`src/rtl/mem_arbiter.sv`:
```
// Shares one single-port synchronous RAM between the CPU and the video fetch unit.
// Each access takes three cycles (IDLE, ISSUE, CAPTURE); video wins ties unless it has starved the CPU.
module mem_arbiter #(
    parameter int unsigned AW      = 20,
    parameter int unsigned DW      = 8,
    parameter int unsigned MAX_VID = 4
) (
    input  logic          clock,
    input  logic          resetn,
    input  logic          cpu_req,
    input  logic          cpu_we,
    input  logic [AW-1:0] cpu_addr,
    input  logic [DW-1:0] cpu_wdata,
    output logic [DW-1:0] cpu_rdata,
    output logic          cpu_ack,
    input  logic          vid_req,
    input  logic [AW-1:0] vid_addr,
    output logic [DW-1:0] vid_rdata,
    output logic          vid_ack,
    output logic [AW-1:0] mem_addr,
    output logic [DW-1:0] mem_wdata,
    output logic          mem_we,
    input  logic [DW-1:0] mem_q,
    output logic          owner_vid
);
    localparam int unsigned   CW       = $clog2(MAX_VID + 1);
    localparam logic [CW-1:0] VCNT_MAX = CW'(MAX_VID);

    typedef enum logic [1:0] {
        StIdle,
        StIssue,
        StCapture
    } state_e;

    state_e        state_q, state_d;
    logic [AW-1:0] mem_addr_q, mem_addr_d;
    logic [DW-1:0] mem_wdata_q, mem_wdata_d;
    logic          mem_we_q, mem_we_d;
    logic          owner_vid_q, owner_vid_d;
    logic [DW-1:0] cpu_rdata_q, cpu_rdata_d;
    logic [DW-1:0] vid_rdata_q, vid_rdata_d;
    logic          cpu_ack_q, cpu_ack_d;
    logic          vid_ack_q, vid_ack_d;
    logic [CW-1:0] vcnt_q, vcnt_d;

    logic cpu_elig;
    logic vid_elig;
    logic vcnt_sat;
    logic grant_vid;
    logic grant_cpu;

    // A requester is masked in its own ack cycle so a still-high req is not served twice.
    always_comb begin
        cpu_elig  = cpu_req && !cpu_ack_q;
        vid_elig  = vid_req && !vid_ack_q;
        vcnt_sat  = (vcnt_q == VCNT_MAX);
        grant_vid = vid_elig && !(cpu_elig && vcnt_sat);
        grant_cpu = cpu_elig && !grant_vid;
    end

    always_comb begin
        state_d     = state_q;
        mem_addr_d  = mem_addr_q;
        mem_wdata_d = mem_wdata_q;
        mem_we_d    = mem_we_q;
        owner_vid_d = owner_vid_q;
        cpu_rdata_d = cpu_rdata_q;
        vid_rdata_d = vid_rdata_q;
        cpu_ack_d   = 1'b0;
        vid_ack_d   = 1'b0;
        vcnt_d      = vcnt_q;

        unique case (state_q)
            StIdle: begin
                if (!cpu_req) begin
                    vcnt_d = '0;
                end
                if (grant_vid) begin
                    mem_addr_d  = vid_addr;
                    mem_we_d    = 1'b0;
                    owner_vid_d = 1'b1;
                    state_d     = StIssue;
                    if (cpu_req && !vcnt_sat) begin
                        vcnt_d = vcnt_q + CW'(1);
                    end
                end else if (grant_cpu) begin
                    mem_addr_d  = cpu_addr;
                    mem_wdata_d = cpu_wdata;
                    mem_we_d    = cpu_we;
                    owner_vid_d = 1'b0;
                    vcnt_d      = '0;
                    state_d     = StIssue;
                end
            end
            StIssue: begin
                // RAM samples addr/we at this edge; the write strobe lasts one cycle only.
                mem_we_d = 1'b0;
                state_d  = StCapture;
            end
            StCapture: begin
                if (owner_vid_q) begin
                    vid_rdata_d = mem_q;
                    vid_ack_d   = 1'b1;
                end else begin
                    cpu_rdata_d = mem_q;
                    cpu_ack_d   = 1'b1;
                end
                state_d = StIdle;
            end
            default: begin
                state_d  = StIdle;
                mem_we_d = 1'b0;
            end
        endcase
    end

    always_ff @(posedge clock or negedge resetn) begin
        if (!resetn) begin
            state_q     <= StIdle;
            mem_addr_q  <= '0;
            mem_wdata_q <= '0;
            mem_we_q    <= 1'b0;
            owner_vid_q <= 1'b0;
            cpu_rdata_q <= '0;
            vid_rdata_q <= '0;
            cpu_ack_q   <= 1'b0;
            vid_ack_q   <= 1'b0;
            vcnt_q      <= '0;
        end else begin
            state_q     <= state_d;
            mem_addr_q  <= mem_addr_d;
            mem_wdata_q <= mem_wdata_d;
            mem_we_q    <= mem_we_d;
            owner_vid_q <= owner_vid_d;
            cpu_rdata_q <= cpu_rdata_d;
            vid_rdata_q <= vid_rdata_d;
            cpu_ack_q   <= cpu_ack_d;
            vid_ack_q   <= vid_ack_d;
            vcnt_q      <= vcnt_d;
        end
    end

    assign mem_addr  = mem_addr_q;
    assign mem_wdata = mem_wdata_q;
    assign mem_we    = mem_we_q;
    assign owner_vid = owner_vid_q;
    assign cpu_rdata = cpu_rdata_q;
    assign vid_rdata = vid_rdata_q;
    assign cpu_ack   = cpu_ack_q;
    assign vid_ack   = vid_ack_q;

endmodule

```
`config.mk`:
```
export PLATFORM = sky130hd
export DESIGN_NAME = mem_arbiter
export DESIGN_NICKNAME = d
export VERILOG_FILES = /design/src/rtl/mem_arbiter.sv
export SDC_FILE = /design/constraint.sdc
export NUM_CORES = 1
export LEC_CHECK = 0
export CORE_ASPECT_RATIO = 2
export CORE_MARGIN = 8
export CORE_UTILIZATION = 40
export DETAILED_ROUTE_END_ITERATION = 10
export PLACE_DENSITY = 0.79
export SETUP_SLACK_MARGIN = 0.02
export SYNTH_ARGS = -nofsm -noshare
export SYNTH_HDL_FRONTEND = slang
export SYNTH_SLANG_ARGS = --single-unit
export TNS_END_PERCENT = 100
```
`constraint.sdc`:
```
create_clock -name clock -period 1.7 [get_ports clock]
set_input_delay 0.34 -clock clock [delete_from_list [all_inputs] [get_ports clock]]
set_output_delay 0.34 -clock clock [all_outputs]
set_load 0.05 [all_outputs]
```
==> out/metrics.yaml, run 1 <==
final_nets: 407
antenna_found_initial: 0
synth_cell_types: 26
worstSetupPathType: "register to register"
synth_area_per_cell_um2: 10.13
vias: 2046
post-route-period-util_pct: 92.68
synth_top_area_share_pct: 59.22
grt_overflow: 0
startpoint: "vcnt_q[1]"
peakVddDrop_v: 0.001676
cts_buffers: 5
netlist_area_um2: 2240
first_pass_iters: 4
start_util_pct: 41.32
grt_use_total_pct: 15.57
root_buffer: "clkbuf_8"
diodes: 0
clock_skew_ps: 5.050
timing.final.max_slew_violations: 0
clock.fmax_mhz: 634.7
dieArea_um2: 8395
yosysWarnings: 0
cp-endpoint: "mem_addr[19]"
tightest_slew_ps: 338.4
power_density_nw_per_um2: 2164
dominantRegCellSynth: "dfrtp_1"
layout_setup_ws_ps: 124.4
synth_cells: 221
status: "finished, violations left"
setup_violations: 0
critical_path.top_delay_family: "compound AO/OA/AOI/OAI gates"
yosysSeqAreaShare_pct: 59.22
crit_path_start_kind: "register"
clockBufferDepth: 2
crit_path_cell_trace: "inv_2 -> ha_2 -> nand2_2 -> o21ai_4 -> buf_6 -> buf_12 -> nand2_1 -> a31oi_1"
wirelength_um: 6543
postRouteAntennaNets: 0
die_width_um: 68.91
fp.dieH_um: 121.8
finalCriticalPeriod_ps: 1576
synthTopCellsByCount: "66 x nand2_1, 53 x dfrtp_1, 22 x nor2_1, 21 x a31oi_1, 17 x mux2_2"
grt_pass1_vias: 2208
worst-path-buf-inv: 3
wire_per_inst_um: 16.16
r2r_start: "vcnt_q[1]"
holdBufCountCts: 0
reg2reg_setup_slack_ps: 120
setup_tns_ps: 0
max_cap_violations: 0
drt-vias-per-instance: 5.052
slew_headroom_pct: 77.39
violations: "negative hold slack"
synth_edf_count: 0
critPathMaxStageDelay_ps: 410
finalHoldViolCount: 1
rows: 38
drive_above_1_share_pct: 28.99
cp.arrival_ps: 1800
ios: 109
clkTransAtPathRegs_ps: 100
grt_pass1_wl_um: 10170
cellLeakagePower_nw: 1.610
slowest_stage: "dfrtp_1"
rsz0062_at_grt: "false"
pre_cts_slack_ps: -165.3
worstReg2RegEnd: "mem_addr[19]"
critPathRequiredTime_ps: 1930
cts_sinks: 53
worst_r2r_path_depth: 8
htreeDepth: 2
drtIter0Drc: 82
port_buffers: 108
hpwl_um: 5130
crit_path_end_kind: "register"
synth_fp_nets: 284
synth_seq_cells: 53
clkLatencyLatePin_ps: 310
cp_max_fo: 8
async_reset_ff_share_pct: 100.0
cp_num_cells: 8
gp_congestion: 0.7632
worst_hold_slack_ps: -1.903
drc: 0
synth.most_common_cell: "nand2_1"
finalPower_mw: 7.643
synth_top_area_cell: "dfrtp_1"
grt_max_degree: 54
core_um2: 5420
area_growth_pct: 57.71
min-delay-path-class: "input port to async pin"
yosys-top-cells-area: "dfrtp_1 59%, nand2_1 11%, mux2_2 8.5%"
cts_tree: "done"
## worst min path at each step
| stage | startpoint | end | slack [ps] | depth (start not counted) |
|---|---|---|---|---|
| floorplan | resetn | cpu_ack | 40 | 0 |
| global placement | resetn | mem_wdata[1] | 360 | 2 |
| detailed placement | resetn | mem_wdata[2] | 360 | 2 |
| CTS | resetn | mem_addr[15] | 2 | 2 |
| global route | resetn | mem_wdata[2] | 20 | 2 |
| finish | resetn | mem_addr[14] | -2 | 2 |
## flip-flops by register name (all words and copies together), names as in the netlist, 2 cells and up
signal     count
cpu_rdata      8
mem_addr      20
mem_wdata      8
state_q        2
vcnt_q         3
vid_rdata      8
## per-stage QoR
| stage | hold WS (ps) | instance area, um^2 | util (%) | instances |
|---|---|---|---|---|
| 2_1_floorplan | 44.41 | 2240 | - | 221 |
| 3_3_place_gp | 355.2 | 3396 | 62.65 | 394 |
| 3_5_place_dp | 359.3 | 3396 | 62.65 | 394 |
| 4_1_cts | 2.242 | 3493 | 64.45 | 403 |
| 5_1_grt | 17.79 | 3532 | 65.17 | 405 |
| 6_report | -1.903 | 3532 | 65.17 | 405 |
## area by class of cell
class	count	area, um^2
clock inverters	3	21.27
multi-input cells	155	888.4
fillers	471	1888
clock buffers	5	68.82
flip-flops and latches	53	1326
inverters	4	15.01
well taps	60	75.07
repair buffers	125	1137
## routing by layer
layer | track usage [%] | part of all wire, %
met5 | 0 | 0
met4 | 5.436 | 2.1
met3 | 4.876 | 7.4
met1 | 14.53 | 33
met2 | 29.39 | 57
## logic make-up (layout without fill, tap and decap cells)
kind of cell / after synthesis / after routing / synth area share [%]
simple gates: 100 / 100 / 18.32
flops: 53 / 53 / 59.22
compound gates: 36 / 36 / 10.17
mux: 17 / 17 / 8.547
buf+inv: 13 / 137 / 2.625
fa+ha+maj: 2 / 2 / 1.117
## report_power, final
part / switching [mW] / internal (mW)
clock network: 0.428 / 0.293
registers: 0.367 / 1.87
logic: 3.09 / 1.60
## worst reg2reg max path, cell delays in order, from the launching register on
cell	delay [ps]
dfrtp_1	410
inv_2	70
ha_2	170
nand2_2	100
o21ai_4	230
buf_6	160
buf_12	120
nand2_1	50
a31oi_1	190
## timing repair
item | 4_1_cts | 5_1_grt
gates resized for setup | 0 | 7
setup buffers | 1 | 3
pin swaps | 1 | 2
setup endpoints to repair | 11 | 21
## layout by cell type, fill, tap and decap left out, types with 2 or more instances in the layout
cell	n
buf_4	60
nor2_1	22
o21ai_0	5
clkdlybuf4s50_1	59
o22ai_1	2
buf_12	4
a31oi_1	20
nand2b_1	2
inv_2	2
a21oi_1	3
nand2_1	65
clkbuf_8	5
mux2_2	17
nand3b_1	2
nor2b_1	3
dfrtp_1	53
Power figures use the tool's default switching activity.
==> run 2: changes to the inputs <==
--- a/config.mk
+++ b/config.mk
@@ -7,9 +7,9 @@
 export LEC_CHECK = 0
 export CORE_ASPECT_RATIO = 2
 export CORE_MARGIN = 8
-export CORE_UTILIZATION = 40
+export CORE_UTILIZATION = 45
 export DETAILED_ROUTE_END_ITERATION = 10
-export PLACE_DENSITY = 0.79
+export DONT_BUFFER_PORTS = 1
 export SETUP_SLACK_MARGIN = 0.02
 export SYNTH_ARGS = -nofsm -noshare
 export SYNTH_HDL_FRONTEND = slang
==> constraint.sdc (replaced) <==
create_clock -name clock -period 1.3 [get_ports clock]
set_input_delay 0.26 -clock clock [delete_from_list [all_inputs] [get_ports clock]]
set_output_delay 0.26 -clock clock [all_outputs]
set_load 0.05 [all_outputs]
==> run 2 against run 1 <==
The run ends with negative hold slack, negative setup slack left. First-iteration DRC count rose by 67%. Non-clock buffer count decreased by 60. Combinational power rose by 16%. Cell count shrank 16%. Via count decreased by 8.3%.
==> out/metrics.yaml, run 2 (synthesis gave the netlist of run 1 again) <==
port_buffers: 0
design_area_um2: 3217
finalCriticalPeriod_ps: 1569
critPathMaxStageDelay_ps: 410
nFillCells: 360
clkLatencyLatePin_ps: 300
finalHoldViolCount: 53
clock.fmax_mhz: 637.2
multi_input_area_um2: 1081
tightest_slew_ps: 525.2
pre_cts_slack_ps: -244.0
critPathRequiredTime_ps: 1500
drc: 0
rows: 36
fin_cells: 342
grt_overflow: 0
min-delay-path-class: "input port to async pin"
antenna_found_initial: 0
dieArea_um2: 7628
slowest_stage: "dfrtp_1"
hpwl_um: 4736
grt_max_degree: 54
crit_path_cell_trace: "buf_4 -> buf_4 -> ha_1 -> nand3b_1 -> o21ai_0 -> o41ai_4"
cts_tree: "done"
final_nets: 347
diodes: 0
clockBufferDepth: 2
root_buffer: "clkbuf_8"
postRouteAntennaNets: 0
crit_path_end_kind: "register"
worstSetupPathType: "register to register"
drtIter0Drc: 137
drive_above_1_share_pct: 46.67
grt_pass1_vias: 1999
status: "finished, violations left"
htreeDepth: 2
cellLeakagePower_nw: 1.497
wirelength_um: 6865
final_common_cell: "dfrtp_1"
grt_use_total_pct: 16.50
post-route-period-util_pct: 120.7
start_util_pct: 46.47
wire_per_inst_um: 20.07
cp_max_fo: 2
peakVddDrop_v: 0.001940
layout_setup_ws_ps: -269.4
vias: 1877
largest_register_ffs: 20
clock_skew_ps: 4.612
die_width_um: 65.89
place_area_um2: 2776
clkTransAtPathRegs_ps: 90
rsz0062_at_grt: "true"
layout_common_cells: "50 x dfrtp_1, 47 x buf_4, 46 x nand2_1"
fp.dieH_um: 115.8
violations: "negative hold slack, negative setup slack"
path_common_cell: "buf_4"
timing.final.max_slew_violations: 0
cts_sinks: 53
power_density_nw_per_um2: 3218
core_um2: 4820
drt-vias-per-instance: 5.488
area_growth_pct: 43.63
crit_path_start_kind: "register"
setup_violations: 41
placed_cells: 321
gp_congestion: 0.7290
cp.arrival_ps: 1770
reg2reg_setup_slack_ps: -270
grt_pass1_wl_um: 9777
worst_hold_slack_ps: -363.9
slew_headroom_pct: 64.99
seq_area_um2: 1330
ios: 109
cts_buffers: 5
max_cap_violations: 0
first_pass_iters: 4
[run 2: final cells by class]
class                   count  area share (%)
flip-flops and latches     53           41.35
well taps                  57           2.217
multi-input cells         155           33.61
clock inverters             1          0.1556
repair buffers             65           19.18
inverters                   4          0.5056
clock buffers               7           2.995
[run 2: path summary, 6_finish.rpt]
path,startpoint,cells past startpoint,to
setup / recovery,vcnt_q[0],6,vcnt_q[2]
hold / removal,resetn,0,mem_addr[19]
setup reg to reg,vcnt_q[0],6,vcnt_q[2]
hold reg to reg,mem_wdata[2],1,mem_wdata[2]
max in group asynchronous,resetn,0,owner_vid
min in group clock,mem_q[5],2,vid_rdata[5]
[run 2: power breakdown]
group	switching (mW)	total (mW)	internal, mW
clock network	0.522	1.00	0.482
registers	1.47	3.91	2.44
logic	3.27	5.44	2.17
[run 2: stage by stage]
step | utilization [%] | setup TNS [ps] | total power, mW
after floorplan | - | -4300 | 7.143
after global placement | 57.61 | -3409 | 8.584
after detailed placement | 57.61 | -6179 | 8.790
after CTS | 61.68 | -4914 | 9.965
after global routing | 66.74 | -10220 | 10.85
final | 66.74 | -7165 | 10.35
[run 2: layer usage]
metal	track usage [%]	vias up	routed length, um
met5	0	-	0
met4	7.331	0	204
met3	6.389	14	662
met2	29.78	75	3821
met1	15.70	918	2177
li1	-	870	-
[run 2: repair_timing]
item / CTS / global route
pin swaps: 5 / 25
setup buffers: 3 / 10
cloned: 1 / 2
gates resized for setup: 17 / 39
endpoints found under the hold margin: 53 / 53
setup endpoints to repair: 51 / 51
[run 2: critical path, delay by kind of cell, from the launching register on]
family                   cells  cell delay, ps
buffers and inverters        2             270
adder cells (fa/ha/maj)      1             220
AO/OA/AOI/OAI                2             470
AND/OR/NAND/NOR              1             100
flip-flops                   1             410
==> run 3: changes to the inputs <==
--- a/config.mk
+++ b/config.mk
@@ -5,7 +5,7 @@
 export SDC_FILE = /design/constraint.sdc
 export NUM_CORES = 1
 export LEC_CHECK = 0
-export CORE_ASPECT_RATIO = 2
+export CORE_ASPECT_RATIO = 0.7
 export CORE_MARGIN = 8
 export CORE_UTILIZATION = 45
 export DETAILED_ROUTE_END_ITERATION = 10
==> run 3 against run 2 <==
The run still ends with negative hold slack, negative setup slack left. Final area is 6.2% lower. Sequential power rose by 5%. Register-to-register slack better by 90 ps. Clock power shrank 11%. Combinational power decreased by 8.1%. Worst setup slack better by 85 ps. Global-route usage up 0.47 points. Total power shrank 3.7%. Die area fell by 1.3%. Clock skew is 3.5 ps higher. Largest cell class unchanged. Highest routed layer unchanged.
==> out/metrics.yaml, run 3 (synthesis gave the netlist of run 1 again) <==
seq_area_um2: 1330
setup_violations: 40
finalCriticalPeriod_ps: 1484
grt_overflow: 0
cts_sinks: 53
final_util_pct: 63.11
cp.arrival_ps: 1670
nFillCells: 385
dieArea_um2: 7527
clock.fmax_mhz: 673.8
vias: 1824
worstSetupPathType: "register to register"
layout_common_cells: "59 x nand2_1, 50 x dfrtp_1, 45 x buf_4"
clkTransAtPathRegs_ps: 90
area_growth_pct: 34.75
drc: 0
switchingPower_mw: 5.144
post-route-period-util_pct: 114.2
crit_path_cell_trace: "inv_2 -> ha_4 -> nand2_4 -> o21ai_4 -> nand3_4 -> mux2_2"
finalPower_mw: 9.971
min-delay-path-class: "input port to async pin"
ios: 109
grt_pass1_wl_um: 9880
timing.final.max_slew_violations: 0
port_buffers: 0
layout_setup_ws_ps: -184.1
tightest_slew_ps: 525.5
grtUsageMet3_pct: 6.741
clkLatencyLatePin_ps: 300
cp_max_fo: 8
hpwl_um: 4736
slowest_stage: "dfrtp_1"
cts_tree: "done"
crit_path_end_kind: "register"
clock_power_share_pct: 8.9
wirelength_um: 6347
fin_cells: 347
wire_per_inst_um: 18.29
seq_power_share_pct: 41.0
fp.dieH_um: 75.03
critPathRequiredTime_ps: 1490
drive_above_1_share_pct: 38.85
clockBufferDepth: 2
crit_path_start_kind: "register"
antenna_found_initial: 0
violations: "negative hold slack, negative setup slack"
rows: 21
clock_skew_ps: 8.080
cellLeakagePower_nw: 1.396
root_buffer: "clkbuf_8"
start_util_pct: 46.83
htreeDepth: 2
critPathMaxStageDelay_ps: 400
grtUsageMet1_pct: 18.54
grt_use_total_pct: 16.97
finalHoldViolCount: 53
drt-vias-per-instance: 5.256
use_met2_pct: 29.68
p_comb_share_pct: 50.1
largest_register_ffs: 20
setup_tns_ps: -4486
slew_headroom_pct: 64.97
multi_input_area_um2: 992.2
first_pass_iters: 4
final_nets: 340
status: "finished, violations left"
swShare_pct: 51.59
core_um2: 4782
gp_congestion: 0.7748
worst_hold_slack_ps: -357.5
grt_max_degree: 54
rsz0062_at_grt: "true"
peakVddDrop_v: 0.001767
final_common_cell: "nand2_1"
diodes: 0
max_cap_violations: 0
drtIter0Drc: 140
die_width_um: 100.3
cts_buffers: 5
postRouteAntennaNets: 0
grt_pass1_vias: 1904
top_usage_layer: "met2"
power_density_nw_per_um2: 3304
p_int_mw: 4.827
placed_cells: 331
## run 3: cell types whose count changed in the layout (fill, tap and decap cells not counted), sizes merged
cell,change
clkinvlp,+1
buf,-5
clkbuf,-2
clkinv,-1
## run 3: worst paths after layout
path	from	endpoint	slack (ps)	cells past startpoint
max	vcnt_q[1]	mem_wdata[7]	-180	6
min	resetn	cpu_ack	-360	0
max reg2reg	vcnt_q[1]	mem_wdata[7]	-180	6
min reg2reg	mem_wdata[3]	mem_wdata[3]	510	1
max in group asynchronous	resetn	mem_wdata[2]	1550	0
min in group clock	mem_q[5]	vid_rdata[5]	60	2
## run 3: repair_timing
| action | in CTS | in global routing |
|---|---|---|
| hold endpoints to repair | 53 | 53 |
| gates resized for setup | 19 | 13 |
| pin swaps | 4 | 2 |
| setup buffers | 5 | 5 |
| endpoints found under the setup margin | 52 | 51 |
## run 3: metal layers
layer	wire [um]	share of wire [%]
met1	2418	38
met2	3224	51
met3	637	10
met4	66	1.0
met5	0	0
## run 3: metrics by stage
stage | setup WS (ps) | cell area (um^2)
after floorplan | -170.8 | 2335
after global placement | -114.5 | 2776
after detailed placement | -186.6 | 2776
after CTS | -201.5 | 2967
after global routing | -273.5 | 3018
final | -184.1 | 3018
## run 3: power by group through the flow
stage / logic [mW] / registers, mW / clock network, mW
2_1_floorplan: 1.64 / 5.50 / 0
4_1_cts: 4.89 / 4.09 / 0.926
5_1_grt: 5.32 / 4.18 / 0.985
3_5_place_dp: 4.63 / 4.11 / 0
3_3_place_gp: 4.50 / 4.06 / 0
6_report: 5.00 / 4.09 / 0.891
## run 3: critical path: cells and delay by family (launching register included)
family / cells / cell delay [ps]
flip-flops: 1 / 400
multiplexers: 1 / 310
AO/OA/AOI/OAI: 1 / 200
AND/OR/NAND/NOR: 2 / 240
adder cells (fa/ha/maj): 1 / 150
buffers and inverters: 1 / 80
## run 3: area by class of cell
cell class	count	area share [%]
clock buffers	7	2.529
clock inverters	1	0.2488
inverters	4	0.5390
multi-input cells	155	32.88
flip-flops and latches	53	44.07
well taps	69	2.861
repair buffers	58	16.87
